`src/rtl/ddram_arb_pkg.sv`:
```
// Shared types and helpers for the DDRAM round-robin arbiter.
package ddram_arb_pkg;

  localparam int AW    = 29;  // 64-bit word address width
  localparam int DW    = 64;  // data width
  localparam int CNT_W = 8;   // burst count width
  localparam int BE_W  = 8;   // byte-enable width

  typedef enum logic [2:0] {
    IDLE,
    WR,
    RDCMD,
    RDDATA,
    DRAIN
  } arb_state_t;

  typedef struct packed {
    logic [AW-1:0]    addr;
    logic [CNT_W-1:0] burst;
    logic [DW-1:0]    din;
    logic [BE_W-1:0]  be;
    logic             is_wr;
  } slot_t;

  // A zero-length read is issued as a single beat.
  function automatic logic [CNT_W-1:0] norm_burst(input logic [CNT_W-1:0] b);
    return (b == '0) ? CNT_W'(1) : b;
  endfunction

endpackage

```
`src/rtl/ddram_rr_pick.sv`:
```
// Combinational round-robin picker: first pending slot after ptr, wrapping.
module ddram_rr_pick #(
  parameter int NCH = 4,
  parameter int IW  = 2
) (
  input  logic [NCH-1:0] pending,
  input  logic [IW-1:0]  ptr,
  output logic           valid,
  output logic [IW-1:0]  idx
);

  // Search ptr+1, ptr+2, ... ptr+NCH; ptr itself is looked at last.
  always_comb begin
    valid = 1'b0;
    idx   = '0;
    for (int k = 1; k <= NCH; k++) begin
      if (!valid && pending[(int'(ptr) + k) % NCH]) begin
        valid = 1'b1;
        idx   = IW'((int'(ptr) + k) % NCH);
      end
    end
  end

endmodule

```
`src/rtl/ddram_rr_arbiter.sv`:
```
// Round-robin arbiter sharing one DDRAM master port among NCH clients.
//
// state  | meaning
// -------+------------------------------------------------------------
// IDLE   | no command outstanding; grant next pending slot
// WR     | write command on the bus, held until BUSY drops
// RDCMD  | read command on the bus, held until BUSY drops
// RDDATA | read accepted; forward beats to the granted channel
// DRAIN  | read interrupted by rst; swallow remaining beats silently
module ddram_rr_arbiter
  import ddram_arb_pkg::*;
#(
  parameter int            NCH       = 4,
  parameter logic [AW-1:0] ADDR_BASE = 29'h0C000000
) (
  input  logic                 clk,
  input  logic                 rst,
  input  logic                 DDRAM_BUSY,
  output logic [CNT_W-1:0]     DDRAM_BURSTCNT,
  output logic [AW-1:0]        DDRAM_ADDR,
  input  logic [DW-1:0]        DDRAM_DOUT,
  input  logic                 DDRAM_DOUT_READY,
  output logic                 DDRAM_RD,
  output logic [DW-1:0]        DDRAM_DIN,
  output logic [BE_W-1:0]      DDRAM_BE,
  output logic                 DDRAM_WE,
  input  logic [NCH*AW-1:0]    ch_addr,
  input  logic [NCH*CNT_W-1:0] ch_burst,
  input  logic [NCH-1:0]       ch_rd,
  input  logic [NCH-1:0]       ch_we,
  input  logic [NCH*DW-1:0]    ch_din,
  input  logic [NCH*BE_W-1:0]  ch_be,
  output logic [NCH-1:0]       ch_busy,
  output logic [DW-1:0]        ch_dout,
  output logic [NCH-1:0]       ch_dout_ready
);

  localparam int IW = (NCH > 1) ? $clog2(NCH) : 1;

  arb_state_t       state, nstate;
  slot_t            slot [NCH];
  slot_t            pick_slot;
  logic [NCH-1:0]   pend;
  logic [NCH-1:0]   busy_q;
  logic [IW-1:0]    ptr, gnt, pick_idx, done_idx;
  logic             pick_valid;
  logic [CNT_W-1:0] beat_cnt;
  logic             done_q;
  logic             grant_en, cmd_acc, beat, last_beat, done_set;

  ddram_rr_pick #(.NCH(NCH), .IW(IW)) u_pick (
    .pending (pend),
    .ptr     (ptr),
    .valid   (pick_valid),
    .idx     (pick_idx)
  );

  assign pick_slot = slot[pick_idx];
  assign ch_busy   = busy_q;
  assign ch_dout   = DDRAM_DOUT;

  // State register.
  always_ff @(posedge clk) begin
    state <= nstate;
  end

  // Next state; rst keeps an accepted read alive in DRAIN so its beats are absorbed.
  always_comb begin
    nstate = state;
    case (state)
      IDLE:   if (pick_valid) nstate = pick_slot.is_wr ? WR : RDCMD;
      WR:     if (!DDRAM_BUSY) nstate = IDLE;
      RDCMD:  if (!DDRAM_BUSY) nstate = RDDATA;
      RDDATA: if (last_beat) nstate = IDLE;
      DRAIN:  if (last_beat) nstate = IDLE;
      default: nstate = IDLE;
    endcase
    if (rst) begin
      if (state == RDDATA || state == DRAIN) nstate = last_beat ? IDLE : DRAIN;
      else if (state == RDCMD && !DDRAM_BUSY) nstate = DRAIN;
      else nstate = IDLE;
    end
  end

  // Decoded strobes and the combinational beat forward to the granted client.
  always_comb begin
    grant_en  = (state == IDLE) && pick_valid;
    cmd_acc   = (state == WR || state == RDCMD) && !DDRAM_BUSY;
    beat      = (state == RDDATA || state == DRAIN) && DDRAM_DOUT_READY;
    last_beat = beat && (beat_cnt == CNT_W'(1));
    done_set  = ((state == WR) && !DDRAM_BUSY) || ((state == RDDATA) && last_beat);
    ch_dout_ready = '0;
    if (state == RDDATA && DDRAM_DOUT_READY && !rst) ch_dout_ready[gnt] = 1'b1;
  end

  // Beat down-counter; deliberately not reset so an interrupted burst can drain.
  always_ff @(posedge clk) begin
    if (state == RDCMD && !DDRAM_BUSY) beat_cnt <= DDRAM_BURSTCNT;
    else if (beat)                     beat_cnt <= beat_cnt - CNT_W'(1);
  end

  // Request slots, busy flags, rotation pointer and the registered command.
  always_ff @(posedge clk) begin
    if (rst) begin
      DDRAM_WE <= 1'b0;
      DDRAM_RD <= 1'b0;
      busy_q   <= '0;
      pend     <= '0;
      ptr      <= IW'(NCH - 1);
      done_q   <= 1'b0;
    end else begin
      // ch_busy drops one cycle after the command completes.
      done_q <= done_set;
      if (done_set) done_idx <= gnt;
      if (done_q) busy_q[done_idx] <= 1'b0;

      for (int i = 0; i < NCH; i++) begin
        if (!busy_q[i] && (ch_we[i] || ch_rd[i])) begin
          slot[i].addr  <= ch_addr[i*AW +: AW];
          slot[i].burst <= ch_burst[i*CNT_W +: CNT_W];
          slot[i].din   <= ch_din[i*DW +: DW];
          slot[i].be    <= ch_be[i*BE_W +: BE_W];
          slot[i].is_wr <= ch_we[i];
          pend[i]       <= 1'b1;
          busy_q[i]     <= 1'b1;
        end
      end

      if (grant_en) begin
        ptr            <= pick_idx;
        gnt            <= pick_idx;
        pend[pick_idx] <= 1'b0;
        DDRAM_ADDR     <= pick_slot.addr + ADDR_BASE;
        DDRAM_DIN      <= pick_slot.din;
        DDRAM_BE       <= pick_slot.be;
        DDRAM_BURSTCNT <= pick_slot.is_wr ? CNT_W'(1) : norm_burst(pick_slot.burst);
        DDRAM_WE       <= pick_slot.is_wr;
        DDRAM_RD       <= !pick_slot.is_wr;
      end

      if (cmd_acc) begin
        DDRAM_WE <= 1'b0;
        DDRAM_RD <= 1'b0;
      end
    end
  end

endmodule

```
`config.mk`:
```
export PLATFORM = sky130hd
export DESIGN_NAME = ddram_rr_arbiter
export DESIGN_NICKNAME = d
export VERILOG_FILES = /design/src/rtl/ddram_arb_pkg.sv /design/src/rtl/ddram_rr_pick.sv /design/src/rtl/ddram_rr_arbiter.sv
export SDC_FILE = /design/constraint.sdc
export NUM_CORES = 1
export LEC_CHECK = 0
export CORE_UTILIZATION = 30
export DETAILED_ROUTE_END_ITERATION = 16
export GPL_TIMING_DRIVEN = 0
export PLACE_DENSITY_LB_ADDON = 0.3
export SYNTH_ARGS = -nofsm -noshare
export SYNTH_HDL_FRONTEND = slang
export SYNTH_HIERARCHICAL = 1
export SYNTH_SLANG_ARGS = --single-unit
```
`constraint.sdc`:
```
create_clock -name clk -period 10 [get_ports clk]
set_input_delay 3 -clock clk [delete_from_list [all_inputs] [get_ports clk]]
set_output_delay 3 -clock clk [all_outputs]
set_load 0.01 [all_outputs]
```
==> metrics.yaml, run 1 <==
timing:
  finalHoldViolations: 0
  period_minus_slack_ps: 8168
  fin_crit_sh_pct: 81.68
  worst_clock_skew_ps: 45.22
  drv_slew: 0
  rsz0062_at_grt: "no"
  worst_slew_pin_slew_ps: 926.7
  whs_ps: 465.8
  max_freq_mhz: 122.4
  slew_headroom_pct: 38.07
  finalSetupViolCount: 0
clocking:
  root_buffer: "clkbuf_16"
  cts_sinks: 577
  cts_buffers: 66
  post-cts-setup-buffer-count: 0
  ctsResizeCount: 0
  clkTransAtPathRegs_ps: 60
  ctsHtreeMaxLevel: 3
  tritoncts: "built"
  clock_latency_ps: 620
  clk_path_buf_depth: 3
  holdBufCountCts: 0
setup_path:
  cp.required_ps: 7000
  end_kind: "output port"
  crit_type: "in2out"
  critPathLaunchType: "primary input"
  critPathArrivalTime_ps: 5170
  cp_max_fo: 6
routing:
  num_vias: 11770
  ant_nets: 0
  viasPerCell: 4.447
  detail_route.wl_per_cell_um: 23.75
  drc: 0
  drtIter0Drc: 682
  first_pass_iters: 5
  totalWireLength_mm: 62.85
power_and_ir_drop:
  powerDensity_nw_per_um2: 235.2
  p_leak_uw: 0.01060
  ir_drop_mv: 0.1754
placed_design:
  gp_congestion: 0.7617
  port_buffers: 630
  hpwl_mm: 46.15
  dpl.cell_count: 2520
synthesis:
  synthCells: 928
  synth.ff_latch_count: 577
  ys.flop_type: "edfxtp_1"
  syn-cell-area_um2: 21240
  async_flop_share_pct: 0
  synthDominantCellAreaShare_pct: 79.73
  synth_top_area_cell: "edfxtp_1"
  synth_area_leaders: "edfxtp_1 80%, mux4_2 11%, buf_4 2.4%, dfxtp_1 1.2%, buf_6 0.48%"
  yosys-top-cells-count: "564 x edfxtp_1, 108 x mux4_2, 69 x buf_4"
  syn-num-nets: 1443
  synth-edff-count: 564
  yosysMostFrequentCell: "edfxtp_1"
  yosysUniqueCellTypes: 45
  avgSynthCellArea_um2: 22.89
  yosysSeqAreaShare_pct: 80.95
  yosys_warnings: 6
global_route:
  overflow: 0
  grt_pass1_vias: 12680
  antenna_found_initial: 19
  grt_usage_pct: 17.03
  grt_pass1_wl_mm: 86.19
  grt_start_max_net_pins: 27
floorplanning:
  ios: 695
  chipWidth_um: 268.1
  dieHeight_um: 268.1
  rows: 97
  core_um2: 70030
  initial_core_util_pct: 30.33
  die_area_um2: 71880
min_path:
  hold_path_class: "reg2reg"
run_status:
  outcome: "finished, final reports clean"
layout:
  fillers: 5969
  nets: 2163
  area.growth.synth_to_final_pct: 48.00
  drive_gt1_share_pct: 19.89
  fin_cells: 2646
job:
  maxCapViolations: 0
==> cell families after synthesis <==
| group | Yosys count | share of synthesized area (%) |
|---|---|---|
| buf+inv | 110 | 3.575 |
| fa+ha+maj | 3 | 0.1767 |
| compound gates | 41 | 1.237 |
| flops | 577 | 80.95 |
| simple gates | 78 | 1.985 |
| mux | 111 | 11.74 |
| xor+xnor | 8 | 0.3299 |
==> per-stage QoR <==
stage	setup WS (ps)	util, %	power (µW)	TNS (ps)	area, µm²
3_5_place_dp	1821	41.72	5072	0	29220
3_3_place_gp	-4033	41.02	5065	-2105570	28730
5_1_grt	1760	44.89	7707	0	31430
2_1_floorplan	1579	-	4207	0	21240
6_report	1832	44.89	7394	0	31440
4_1_cts	1812	44.87	7527	0	31420
==> final cells by class <==
type	instances	area [µm²]	area share, %
Antenna cell	7	17.52	0.05572
Buffer	99	718.2	2.284
Clock buffer	75	1685	5.361
Clock inverter	44	518.0	1.648
Inverter	11	41.29	0.1313
Multi-Input combinational cell	241	3324	10.57
Sequential cell	577	17200	54.70
Tap cell	940	1176	3.741
Timing Repair Buffer	652	6761	21.51
==> power by group <==
| part | leakage [µW] | internal, µW | switching [µW] |
|---|---|---|---|
| logic | 0.00414 | 965 | 850 |
| registers | 0.00539 | 3050 | 93.0 |
| clock network | 0.00107 | 1400 | 1030 |
==> worst max-delay path, cell delays in order <==
cell	delay, ps
clkdlybuf4s50_1	500
inv_1	60
or4_1	460
clkbuf_1	170
nor3_1	350
clkdlybuf4s50_1	620
==> layout by cell type, fill, tap and decap left out, types with 5 or more instances in the layout <==
master           synthesis  layout
nor2_4                   0       5
clkinv_1                 0       6
buf_4                   69      69
buf_12                   0      20
xor2_1                   5       5
clkdlybuf4s50_1          0     630
diode_2                  0       7
a21oi_1                 10      10
mux4_2                 108     108
nand3b_1                 5       5
buf_2                   15      15
o21ai_0                 15      15
dfxtp_1                 13      13
buf_6                    9       9
clkinv_2                 0      18
inv_1                   11      11
edfxtp_1               564     564
clkbuf_1                 5      14
nand2_1                 19      19
nor3_1                   7       7
nor2_1                  18      13
and2b_1                  5       5
bufinv_16                0       6
nand2b_1                 5       5
nor2b_1                  6       6
clkbuf_16                0      66
==> final timing paths <==
check | start | end | slack [ps] | cells past startpoint
worst min-delay path | DDRAM_WE$_SDFFE_PP0P_ | DDRAM_WE$_SDFFE_PP0P_ | 470 | 2
worst max register to register | ptr[1]$_SDFFE_PP1P_ | DDRAM_DIN[41]$_DFFE_PP_ | 7080 | 8
worst max-delay path | DDRAM_DOUT_READY | ch_dout_ready[0] | 1830 | 6
worst min register to register | DDRAM_WE$_SDFFE_PP0P_ | DDRAM_WE$_SDFFE_PP0P_ | 470 | 2
==> layer usage <==
metal	part of all wire [%]	vias up	track usage [%]	routed length, µm
met5	0.27	-	0	168
met4	3.2	24	6.687	1994
met3	9.9	129	6.497	6194
met2	52	588	30.20	32700
met1	35	5836	18.15	21790
li1	-	5191	-	-
==> flip-flops by register name, indices dropped and copies added, names as in the netlist, 2 cells and up <==
name and flops:
DDRAM_BE 8, ch_busy 4, slot 440, state 3, ptr 2, gnt 2
done_idx 2, DDRAM_DIN 64, DDRAM_ADDR 29, pend 4, DDRAM_BURSTCNT 8, beat_cnt 8
Power figures use the tool's default switching activity.
==> inputs of run 2 (changes only) <==
==> constraint.sdc (replaced) <==
create_clock -name clk -period 6.8 [get_ports clk]
set_input_delay 2.04 -clock clk [delete_from_list [all_inputs] [get_ports clk]]
set_output_delay 2.04 -clock clk [all_outputs]
set_load 0.01 [all_outputs]
==> run 2 against run 1 <==
Setup slack worse by 1100 ps. Global-route usage is 0.28 points lower. Clock skew is 19 ps lower. Critical path depth is 1 lower. Wire length is 2.2% lower. Flip-flop and latch count stayed put. First-iteration DRC count is 1.5% lower. Non-clock buffer count stayed put.
==> metrics.yaml, run 2 (synthesis results as in run 1) <==
timing:
  slew_headroom_pct: 35.91
  finalHoldViolations: 0
  worst_clock_skew_ps: 26.58
  worst_slew_pin_slew_ps: 959.1
  fin_crit_sh_pct: 89.08
  drv_slew: 0
  rsz0062_at_grt: "no"
  period_minus_slack_ps: 6057
  max_freq_mhz: 165.1
  whs_ps: 511.3
  setup_tns_ps: 0
  finalSetupViolCount: 0
clocking:
  holdBufCountCts: 0
  tritoncts: "built"
  cts_sinks: 577
  ctsResizeCount: 0
  clock_latency_ps: 600
  root_buffer: "clkbuf_16"
  clkTransAtPathRegs_ps: 50
  cts_buffers: 67
  post-cts-setup-buffer-count: 0
  ctsHtreeMaxLevel: 3
  clk_path_buf_depth: 3
routing:
  drtIter0Drc: 672
  totalWireLength_mm: 61.50
  viasPerCell: 4.455
  detail_route.wl_per_cell_um: 23.29
  drc: 0
  first_pass_iters: 5
  ant_nets: 0
  num_vias: 11760
run_status:
  outcome: "finished, final reports clean"
floorplanning:
  core_um2: 70030
  dieHeight_um: 268.1
  rows: 97
  chipWidth_um: 268.1
  die_area_um2: 71880
  ios: 695
  initial_core_util_pct: 30.33
layout:
  layout_commonest_cell: "clkdlybuf4s50_1"
  area.growth.synth_to_final_pct: 47.33
  fin_cells: 2640
  top_regs: "slot x440, DDRAM_DIN x64, DDRAM_ADDR x29"
  nets: 2164
  regMostFlops: "slot"
  drive_gt1_share_pct: 19.08
  largest_reg_flops: 440
  fillers: 6019
  seq_area_um2: 17200
  multi_input_area_um2: 3324
  final_cell_mix: "630 x clkdlybuf4s50_1, 564 x edfxtp_1, 108 x mux4_2"
global_route:
  antenna_found_initial: 9
  grt_pass1_vias: 12810
  grt_start_max_net_pins: 28
  overflow: 0
  busiest_layer: "met2"
  grt_usage_pct: 16.75
  grt_pass1_wl_mm: 85.55
  grt_use_met2_pct: 30.34
  met3_usage_pct: 6.240
  grtUsageMet1_pct: 17.83
setup_path:
  startpoint: "rst"
  r2r_end: "DDRAM_DIN[45]$_DFFE_PP_"
  path_depth: 5
  crit_family: "buffers and inverters"
  cp_max_fo: 6
  critPathLaunchType: "primary input"
  crit_top_cell: "clkdlybuf4s50_1"
  worstRegToRegCells: 8
  slowest_stage: "clkdlybuf4s50_1"
  crit_chain: "clkdlybuf4s50_1 > or4_1 > clkbuf_1 > nor3b_1 > clkdlybuf4s50_1"
  critPathArrivalTime_ps: 4020
  slowest_delay_ps: 560
  crit_type: "in2out"
  cp.required_ps: 4760
  rr_startpoint: "ptr[1]$_SDFFE_PP1P_"
  crit_end: "ch_dout_ready[1]"
  r2r_slack_ps: 3610
  path_buf_inv: 3
  end_kind: "output port"
job:
  maxCapViolations: 0
placed_design:
  dpl.cell_count: 2520
  gp_congestion: 0.7842
  hpwl_mm: 45.10
  port_buffers: 630
power_and_ir_drop:
  p_leak_uw: 0.01053
  ir_drop_mv: 0.1923
  powerDensity_nw_per_um2: 342.4
  total_power_uw: 10720
  p_int_uw: 7849
  swShare_pct: 26.76
  switching_power_uw: 2868
  pwr-share-comb_pct: 25.1
  pwr-share-seq_pct: 43.2
  clockPowerShare_pct: 31.8
min_path:
  hold_path_class: "reg2reg"
-- run 2: changes by cell type in the layout (fill, tap and decap cells not counted), moves of 2 or more --
cell,change
bufinv_16,-4
clkbuf_1,+8
clkbuf_16,+2
clkinv_1,+5
clkinv_16,-3
clkinv_2,-9
clkinv_8,+4
diode_2,-5
inv_6,-2
-- run 2: metrics by stage --
stage	util, %	area, µm²	worst slack [ps]
after floorplan	-	21250	-628.7
after global placement	41.02	28730	-6131
after detailed placement	41.73	29230	739.1
after CTS	44.69	31290	729.2
after global routing	44.69	31300	584.0
final	44.69	31300	742.6
-- run 2: cell type report --
class	count	share of cell area, %
clock buffer	85	5.641
clock inverter	33	0.9635
antenna	2	0.01599
tap	940	3.758
multi-input combinational	241	10.62
buffer	99	2.295
sequential	577	54.95
inverter	11	0.1319
timing repair buffer	652	21.63
-- run 2: worst min-delay path: stages (launching register included) --
cell	delay, ps
dfxtp_1	340
nand2_1	60
a21boi_1	60
-- run 2: worst min-delay path by stage --
stage                                        from                      end  slack (ps)  cells after the start
after floorplan             DDRAM_WE$_SDFFE_PP0P_    DDRAM_WE$_SDFFE_PP0P_         480                      2
after global placement    ch_busy[0]$_SDFFE_PP0P_  ch_busy[0]$_SDFFE_PP0P_         480                      2
after detailed placement  ch_busy[1]$_SDFFE_PP0P_  ch_busy[1]$_SDFFE_PP0P_         500                      2
after CTS                 ch_busy[1]$_SDFFE_PP0P_  ch_busy[1]$_SDFFE_PP0P_         510                      2
after global routing      ch_busy[2]$_SDFFE_PP0P_  ch_busy[2]$_SDFFE_PP0P_         540                      2
final                       DDRAM_WE$_SDFFE_PP0P_    DDRAM_WE$_SDFFE_PP0P_         510                      2
-- run 2: power groups by stage --
stage               Sequential (µW)  Clock, µW  Combinational, µW
floorplan                      4800          0               1370
global placement               4780          0               2660
detailed placement             4700          0               2770
CTS                            4630       3500               2780
global route                   4660       3630               2900
finish                         4630       3400               2690
-- run 2: metal layers --
layer | wire length (µm) | share of wire [%]
met1 | 21410 | 35
met2 | 32490 | 53
met3 | 6028 | 9.8
met4 | 1488 | 2.4
met5 | 82 | 0.13
